==> src/rtl/press_event_decoder.sv <==
// Turns a synchronised button level plus the upstream long-press level into
// single-cycle short/double/long/repeat event pulses. Auto-repeat is built only when PRESS_REPEAT_EN is defined.
//
// state    | meaning
// IDLE     | button released, no press in progress
// PRESSED  | first press in progress
// GAP      | first press released, waiting to see if a second press follows
// PRESSED2 | second press in progress
// HELD     | long press reached, waiting for release (repeats if enabled)
module press_event_decoder #(
  parameter int CLK_PERIOD_ns = 20,
  parameter int GAP_ns        = 300,
  parameter int REPEAT_ns     = 200
) (
  input  logic clk,
  input  logic reset,
  input  logic btn,
  input  logic long_held,
  output logic short_pulse,
  output logic double_pulse,
  output logic long_pulse,
  output logic repeat_pulse,
  output logic held
);

  localparam int GAP_RAW    = GAP_ns / CLK_PERIOD_ns;
  localparam int GAP_CYCLES = (GAP_RAW < 1) ? 1 : GAP_RAW;
  localparam int GAP_W      = $clog2(GAP_CYCLES) + 1;
  localparam logic [GAP_W-1:0] GAP_LOAD = GAP_W'(GAP_CYCLES - 1);

`ifdef PRESS_REPEAT_EN
  localparam int REP_RAW    = REPEAT_ns / CLK_PERIOD_ns;
  localparam int REP_CYCLES = (REP_RAW < 1) ? 1 : REP_RAW;
  localparam int REP_W      = $clog2(REP_CYCLES) + 1;
  localparam logic [REP_W-1:0] REP_LOAD = REP_W'(REP_CYCLES - 1);
`endif

  typedef enum logic [2:0] {
    IDLE     = 3'd0,
    PRESSED  = 3'd1,
    GAP      = 3'd2,
    PRESSED2 = 3'd3,
    HELD     = 3'd4
  } state_t;

  state_t           state, state_nxt;
  logic [GAP_W-1:0] gap_cnt, gap_cnt_nxt;
  logic             short_nxt, double_nxt, long_nxt;

`ifdef PRESS_REPEAT_EN
  logic [REP_W-1:0] rep_cnt, rep_cnt_nxt;
  logic             repeat_nxt;
`endif

  // A released button always beats a trailing long_held, which lags btn by one cycle.
  always_comb begin
    state_nxt   = state;
    gap_cnt_nxt = gap_cnt;
    short_nxt   = 1'b0;
    double_nxt  = 1'b0;
    long_nxt    = 1'b0;
`ifdef PRESS_REPEAT_EN
    rep_cnt_nxt = rep_cnt;
    repeat_nxt  = 1'b0;
`endif
    case (state)
      IDLE: begin
        if (btn) state_nxt = PRESSED;
      end
      PRESSED: begin
        if (!btn) begin
          state_nxt   = GAP;
          gap_cnt_nxt = GAP_LOAD;
        end else if (long_held) begin
          state_nxt   = HELD;
          long_nxt    = 1'b1;
`ifdef PRESS_REPEAT_EN
          rep_cnt_nxt = REP_LOAD;
`endif
        end
      end
      GAP: begin
        if (btn) begin
          state_nxt = PRESSED2;
        end else if (gap_cnt == '0) begin
          state_nxt = IDLE;
          short_nxt = 1'b1;
        end else begin
          gap_cnt_nxt = gap_cnt - 1'b1;
        end
      end
      PRESSED2: begin
        if (!btn) begin
          state_nxt  = IDLE;
          double_nxt = 1'b1;
        end else if (long_held) begin
          // First press already completed as a short one; this one is the long press.
          state_nxt   = HELD;
          short_nxt   = 1'b1;
          long_nxt    = 1'b1;
`ifdef PRESS_REPEAT_EN
          rep_cnt_nxt = REP_LOAD;
`endif
        end
      end
      HELD: begin
        if (!btn) begin
          state_nxt = IDLE;
        end
`ifdef PRESS_REPEAT_EN
        else if (rep_cnt == '0) begin
          repeat_nxt  = 1'b1;
          rep_cnt_nxt = REP_LOAD;
        end else begin
          rep_cnt_nxt = rep_cnt - 1'b1;
        end
`endif
      end
      default: begin
        state_nxt = IDLE;
      end
    endcase
  end

  always_ff @(posedge clk or posedge reset) begin
    if (reset) begin
      state        <= IDLE;
      gap_cnt      <= '0;
      short_pulse  <= 1'b0;
      double_pulse <= 1'b0;
      long_pulse   <= 1'b0;
    end else begin
      state        <= state_nxt;
      gap_cnt      <= gap_cnt_nxt;
      short_pulse  <= short_nxt;
      double_pulse <= double_nxt;
      long_pulse   <= long_nxt;
    end
  end

`ifdef PRESS_REPEAT_EN
  always_ff @(posedge clk or posedge reset) begin
    if (reset) begin
      rep_cnt      <= '0;
      repeat_pulse <= 1'b0;
    end else begin
      rep_cnt      <= rep_cnt_nxt;
      repeat_pulse <= repeat_nxt;
    end
  end
`else
  assign repeat_pulse = 1'b0;
`endif

  assign held = (state == HELD);

endmodule

==> config.mk <==
export PLATFORM = sky130hd
export DESIGN_NAME = press_event_decoder
export DESIGN_NICKNAME = d
export VERILOG_FILES = /design/src/rtl/press_event_decoder.sv
export SDC_FILE = /design/constraint.sdc
export NUM_CORES = 1
export LEC_CHECK = 0
export BUFFER_PORTS_ARGS = -buffer_cell sky130_fd_sc_hd__buf_2
export CORE_AREA = 2 2 39 41
export CTS_BUF_LIST = sky130_fd_sc_hd__clkbuf_8
export DETAILED_ROUTE_END_ITERATION = 8
export DIE_AREA = 0 0 41 43
export GPL_ROUTABILITY_DRIVEN = 0
export PLACE_DENSITY = 0.74
export RECOVER_POWER = 50
export SYNTH_ARGS = -nofsm -noshare
export SYNTH_HDL_FRONTEND = slang
export SYNTH_SLANG_ARGS = --single-unit
==> constraint.sdc <==
create_clock -name clk -period 5.1 [get_ports clk]
set_clock_uncertainty 0.05 [all_clocks]
set_input_delay 0.255 -clock clk [delete_from_list [all_inputs] [get_ports clk]]
set_output_delay 0.255 -clock clk [all_outputs]
set_load 0.01 [all_outputs]
; Yosys cells after proc, flatten, opt, wreduce, memory -nomap -nowiden
; Index checks and enable logic that the tools add are counted.
[classes]
addsub = 1
eq_ne = 10
mux = 20
reduce_logical = 6
[op_table]
columns = operator, count
row1 = $mux W3, 7
row2 = $mux W5, 3
row3 = $pmux W3 S5, 1
row4 = $ne A2 B2 Y1 const B, 5
row5 = $pmux W5 S2, 1
row6 = $mux W1, 7
row7 = $eq A3 B2 Y1 const B, 2
row8 = $logic_not A5 Y1, 1
row9 = $sub A5 B1 Y5 const B, 1
row10 = $reduce_and A4 Y1, 1
row11 = $eq A3 B1 Y1 const B, 1
row12 = $eq A3 B3 Y1 const B, 1
row13 = $logic_not A3 Y1, 1
row14 = $ne A3 B3 Y1 const B, 1
row15 = $reduce_and A3 Y1, 1
row16 = $pmux W1 S2, 1
row17 = $reduce_bool A2 Y1, 1
row18 = $reduce_or A2 Y1, 1
[totals]
ff_bits = 11
out_inout_bits = 5
wordCells = 42

; Longest topological paths before layout
; Gate-level depths: netlist of the first run.
[logic_depth]
word_depth = 4
mapped_depth = 6
mapped_depth_nobuf = 5

; Least setup slack after synthesis of the first run
; OpenSTA, ideal clock, no wires.
[synth_timing]
path_kind = reg-to-reg
start = reg gap_cnt[0]
end = reg gap_cnt[0]
t_arrival_ns = 1.595
required_time_ns = 4.926
path_slack_ns = 3.331
stages_incl_launch_ff = 7
path_buffers = 1
period_less_slack_ns = 1.769
path_cell_list = dfrtp_1 inv_1 ha_1 or4b_1 buf_2 and4_4 a211o_1
[synth_between]
elab_chain_cells = 4
word_cells_on_any_way = 7
classes_between = add/sub: 1 / eq/ne: 1 / mux: 3 / reduce/logical: 2
[synth_lines]
columns = item, line_no
row1 = "start, declared", 47  ; logic [GAP_W-1:0] gap_cnt, gap_cnt_nxt;
row2 = "start signal, assigned", 134  ; gap_cnt <= gap_cnt_nxt;
row3 = $sub A5 B1 Y5, 89  ; gap_cnt_nxt = gap_cnt - 1'b1;
row4 = $mux W5, 85  ; end else if (gap_cnt == '0) begin
row5 = $mux W5, 83  ; if (btn) begin
row6 = $pmux W5 S2, 66  ; case (state)
; Parallel ways exist; a longest one is shown, timed or not. The select of a mux whose other input is x is not followed.
; A chain may end at the register's enable or synchronous reset.

; Worst setup path in the final report of the first run
; Same ends and word-level chain as after synthesis.

==> results.md, run 1 <==
* CTS Sinks at 11
* Final min period at 1910 ps
* YS warnings at 0
* Initial antenna violation count at 0
* Final wirelength at 1110 um
* Worst-skew pair later-pin latency at 230 ps
* Remaining Overflow, GRT at 0
* Number of global-route vias before repair at 462
* Die width at 41 um
* Synth area leaders: dfrtp_1, nor3_1, o21ai_0, a22oi_1, inv_1
* Hold EP: state[0]
* Worst r2r path cells at 5
* Residual DRC at 0
* # port buffers at 7
* Metal2 WL at 507 um
* Die ar. at 0.00176 mm^2
* Critical R2R Capture: gap_cnt[0]
* R2r setup slk at 3190 ps
* Critical Path Start Type: flop
* Syn_nets at 68
* Post-route cell area at 684 um^2
* Share of cells above drive strength 1 at 17.1%
* Fin crit share at 37.5%
* Height of the die at 43 um
* CTS tree: built
* Crit. End Element: flop
* Initial Util at 43.3%
* Worst Path Max Fanout at 7
* Beginning of the worst hold path: long_held
* DP Area at 631 um^2
* GRT Util Overall at 16.8%
* First-pass GRT wire length at 1900 um
* Outcome: complete, no violations
* Register area share after synthesis at 45.9%
* Ys flop type: dfrtp_1
* Crit-path max cell delay at 580 ps
* Vias post-DR at 494
* Worst-path clk slew at 50 ps
* Number of vias per cell at 5.74
* Routed wire per std cell at 12.9 um
* CORE AREA at 0.00138 mm^2
* Critical Path Slowest Stage Cell: or4b_1
* RR Startpoint: gap_cnt[0]
* Final hold violations at 0
* Met1 WL at 515 um
* Fin. max-slew vios at 0
* Post-CTS setup buffers at 0
* P_leak at 0.000327 uW
* Worst hold-check path type: input pin to flop
* Largest net degree at the start of global routing at 17
* Layout fillers at 133
* Async S/R FF share, synth at 100%
* Final nets at 76
* Commonest non-fill, non-tap cell in the layout: dfrtp_1
* Syn_area_per_cell at 9.51 um^2
* Synth area leader: dfrtp_1
* Boundary pin count at 9
* Yosys cell types at 32
* Antenna cells at 0
* Fmax achieved at 0.523 GHz
* Post-synth EDFFs at 0
* Root buffer cell: clkbuf_8
* CP cell instances: inv_1 -> ha_1 -> or4b_1 -> and4_4 -> a211o_1
* Total negative setup slack at 0 ps
* Hold path cells at 2
* Top routing layer in use: met4
* Critical Path RT at 5170 ps
* DR iter-0 viols at 18
* Max-cap violations at 0
* Finish-stage setup viols at 0
* Post-synthesis register bit count at 11
* Synth top area share at 45.9%
* DP Wirelength at 760 um
* Pwr dens at 371 mW/mm^2
* Cell Area, Synth at 599 um^2
* FP Rows at 14
* Area grow syn2layout at 14.2%
* TritonCTS buffer count at 3
* Antenna viol nets, final at 0
* Crit path kind: flop to flop
* Peak VDD IR at 166 uV
* Worst EP arrival at 1980 ps
* Met3 wire len at 55 um
* Synthesized instance count at 63
* Iteration count of the initial detailed-routing pass at 4
* Clock Path Buffers at 2
* H-tree depth at 1
* RSZ-0062 raised after global routing: no
* Commonest non-fill, non-tap cells in the layout: dfrtp_1, buf_2, inv_1
cell type report:
type                    count  area [um^2]  area share (%)
inverters                   4         15.0            2.19
flip-flops and latches     11          275            40.2
clock buffers               3         41.3            6.03
repair buffers              8         43.8            6.40
multi-input cells          43          285            41.7
well taps                  16         20.0            2.93
clock inverters             1         3.75           0.548
flip-flops by register name (all words and copies together) (netlist names):
register and cells:
double_pulse 1, state 3, long_pulse 1, gap_cnt 5, short_pulse 1
where the power goes:
part / switching (uW) / total [uW] / leakage, uW / internal [uW]
clock network: 29.4 / 81.9 / 0.0000269 / 52.5
logic: 25.8 / 53.7 / 0.000166 / 27.9
registers: 18.0 / 118 / 0.000134 / 100
total: 73.3 / 254 / 0.000327 / 180
per-layer routing:
layer	vias up	track usage, %
met1	237	19.4
met4	0	11.3
met5	-	0
met3	5	6.28
li1	235	-
met2	17	24.4
how the worst max path moves through the flow:
stage,cells after the start,slack [ps],start,endpoint
final,5,3190,gap_cnt[0],gap_cnt[0]
after global routing,5,3080,gap_cnt[0],gap_cnt[0]
after global placement,5,3260,gap_cnt[0],gap_cnt[0]
after CTS,5,3190,gap_cnt[0],gap_cnt[0]
after detailed placement,5,3210,gap_cnt[0],gap_cnt[0]
after floorplan,6,3330,gap_cnt[0],gap_cnt[0]
kinds of logic after synthesis:
logic type	synth area share, %
adder cells (fa/ha/maj)	2.09
flip-flops	45.9
AO/OA/AOI/OAI	19.2
other	0.626
buffers and inverters	6.47
AND/OR/NAND/NOR	25.7
synth_stat cells (all sizes together), types with 2 or more instances:
cell type,instances
nand3b,2
a22oi,2
inv,4
o211ai,2
buf,2
nor2,4
nor3,3
clkbuf,3
o21a,2
o21ai,3
nand2b,2
and2,2
nand2,3
nor3b,2
dfrtp,11
critical path, delay by kind of cell, from the launching register on:
family                   cells  cell delay [ps]
AND/OR/NAND/NOR              2              820
AO/OA/AOI/OAI                1              250
buffers and inverters        1               90
adder cells (fa/ha/maj)      1              190
flip-flops                   1              400
metrics by stage:
step                      hold slack (ps)  total power [uW]  instances  setup slack (ps)  util, %
final                                 209               254         86              3190     49.5
after global placement                216               169         81              3260     45.6
after global routing                  210               275         86              3080     49.5
after detailed placement              213               172         81              3210     45.6
after floorplan                      57.4               159         63              3330        -
after CTS                             207               256         86              3190     49.5
what timing repair did:
item | in CTS | in global routing
hold buffers | 1 | 0
endpoints found under the hold margin | 11 | 0
endpoints found under the setup margin | 0 | 0
gates resized for setup | 0 | 0
Note: power is estimated with default switching activity, not from simulation.
==> run 2: changes to the inputs <==
==> constraint.sdc (replaced) <==
create_clock -name clk -period 1.8 [get_ports clk]
set_clock_uncertainty 0.05 [all_clocks]
set_input_delay 0.09 -clock clk [delete_from_list [all_inputs] [get_ports clk]]
set_output_delay 0.09 -clock clk [all_outputs]
set_load 0.01 [all_outputs]
==> results.md, run 2 (same netlist as run 1, synthesis figures left out) <==
* DR iter-0 viols at 8 (-10)
* Critical R2R Capture: gap_cnt[0]
* Routed wire per std cell at 12.9 um (-0.12%)
* TritonCTS buffer count at 3 (unchanged)
* Crit. End Element: flop
* Placed insts at 86 (+6.2%)
* Commonest non-fill, non-tap cell in the layout: dfrtp_1
* Layout fillers at 114 (-14%)
* Share of cells above drive strength 1 at 28.9% (+12 points)
* Finish-stage setup viols at 0 (unchanged)
* Worst EP arrival at 1840 ps (-140 ps)
* Area grow syn2layout at 22.8%
* Worst-skew pair later-pin latency at 240 ps (about the same)
* Worst Path Max Fanout at 5 (-2)
* Non-Filler Instances at 92 (+7.0%)
* Crit path from: gap_cnt[1]
* R2r setup slk at 40 ps (-3150 ps)
* CTS Sinks at 11 (unchanged)
* CORE AREA at 0.00138 mm^2 (unchanged)
* Number of global-route vias before repair at 489 (+5.8%)
* Fin. max-slew vios at 0 (unchanged)
* CP cell instances: inv_2 -> ha_2 -> or4b_4 -> and4_4 -> a211o_1
* Outcome: complete, no violations
* Final wirelength at 1190 um (+6.8%)
* Antenna viol nets, final at 0 (unchanged)
* Number of vias per cell at 5.42 (-5.6%)
* Dpl ws at -12.4 ps (-3230 ps)
* Die ar. at 0.00176 mm^2 (unchanged)
* Reg area at 275 um^2 (unchanged)
* Peak VDD IR at 377 uV (+130%)
* Fmax achieved at 0.567 GHz (+8.5%)
* Largest net degree at the start of global routing at 16 (-1)
* Final hold violations at 0 (unchanged)
* Commonest non-fill, non-tap cells in the layout: dfrtp_1, buf_2, buf_4
* Initial Util at 43.3% (unchanged)
* Vias post-DR at 499 (+1.0%)
* Max reg flops at 5 (unchanged)
* Top cell family by delay on the critical path: simple AND/OR/NAND/NOR gates
* Setup ws final at 37.3 ps (-3150 ps)
* FP Rows at 14 (unchanged)
* Crit path kind: flop to flop
* Initial antenna violation count at 0 (unchanged)
* Pwr dens at 1060 mW/mm^2 (+190%)
* Largest registers: gap_cnt x5, state x3
* CTS tree: built
* Fin crit share at 97.9% (+60 points)
* GRT Util Overall at 17.5% (+0.70 points)
* Root buffer cell: clkbuf_8
* H-tree depth at 1 (unchanged)
* Die width at 41 um (unchanged)
* WP depth at 5 (unchanged)
* First-pass GRT wire length at 2010 um (+5.8%)
* Worst hold-check path type: input pin to flop
* RR Startpoint: gap_cnt[1]
* Remaining Overflow, GRT at 0 (unchanged)
* Antenna cells at 0 (unchanged)
* Critical Path Start Type: flop
* Reg with most FFs: gap_cnt
* Iteration count of the initial detailed-routing pass at 4 (unchanged)
* DP Area at 668 um^2 (+6.0%)
* Height of the die at 43 um (unchanged)
* Clock Path Buffers at 2 (unchanged)
* Critical Path Slowest Stage Cell: or4b_4
* Buf/Inv on CP at 1 (unchanged)
* Worst r2r path cells at 5 (unchanged)
* Boundary pin count at 9 (unchanged)
* Residual DRC at 0 (unchanged)
* # port buffers at 7 (unchanged)
* Worst-path clk slew at 50 ps (about the same)
* DP Wirelength at 842 um (+11%)
* Pwr Total at 780 uW (+210%)
* Post-route cell area at 736 um^2 (+7.5%)
* Area taken by multi-input logic gates at 292 um^2 (+2.2%)
* CP Capture Point: gap_cnt[0]
* Final min period at 1760 ps (-149 ps)
* Final nets at 82 (+7.9%)
* Crit-path max cell delay at 500 ps (-80 ps)
* Critical Path RT at 1870 ps (-3300 ps)
* P_leak at 0.000354 uW (+8.2%)
* Worst hold slack at 10.2 ps (-199 ps)
* Max-cap violations at 0 (unchanged)
## run 2: stage by stage
stage	util [%]	setup TNS, ps
4_1_cts	52.5	0
5_1_grt	53.2	-68.0
6_report	53.2	0
3_5_place_dp	48.3	-12.4
3_3_place_gp	48.3	0
2_1_floorplan	-	0
## run 2: worst min-delay path by stage
stage                    from            to  slack (ps)  cells past startpoint
finish              long_held      state[0]          10                      2
global placement        reset  double_pulse          60                      2
global route        long_held      state[0]          20                      2
floorplan               reset  double_pulse        -110                      1
detailed placement      reset  double_pulse          60                      2
CTS                 long_held      state[0]           7                      2
## run 2: timing repair
action,CTS,global route
resized for setup,1,3
hold endpoints to repair,11,0
hold buffers,1,0
pin swaps,0,0
buffers inserted,0,1
setup endpoints to repair,1,4
## run 2: final cells by class
| type | count | area share [%] |
|---|---|---|
| clock buffers | 3 | 5.61 |
| clock inverters | 1 | 0.510 |
| inverters | 4 | 2.04 |
| multi-input cells | 43 | 39.6 |
| flip-flops and latches | 11 | 37.4 |
| well taps | 16 | 2.72 |
| repair buffers | 14 | 12.1 |
## run 2: report_power, final
| part | switching, uW | internal [uW] | total, uW |
|---|---|---|---|
| Sequential | 25.1 | 284 | 309 |
| Clock | 92.6 | 150 | 242 |
| Combinational | 111 | 117 | 229 |
## run 2: worst register-to-register path, cell delays in order, from the launching register on
cell	delay (ps)
dfrtp_1	390
inv_2	80
ha_2	180
or4b_4	500
and4_4	200
a211o_1	250
## run 2: routing by layer
| metal | global-route usage (%) | part of all wire [%] | vias to the layer above |
|---|---|---|---|
| met1 | 20.1 | 45 | 231 |
| li1 | - | - | 250 |
| met5 | 0 | 0 | - |
| met4 | 14.0 | 2.5 | 0 |
| met2 | 25.6 | 49 | 14 |
| met3 | 4.71 | 3.1 | 4 |
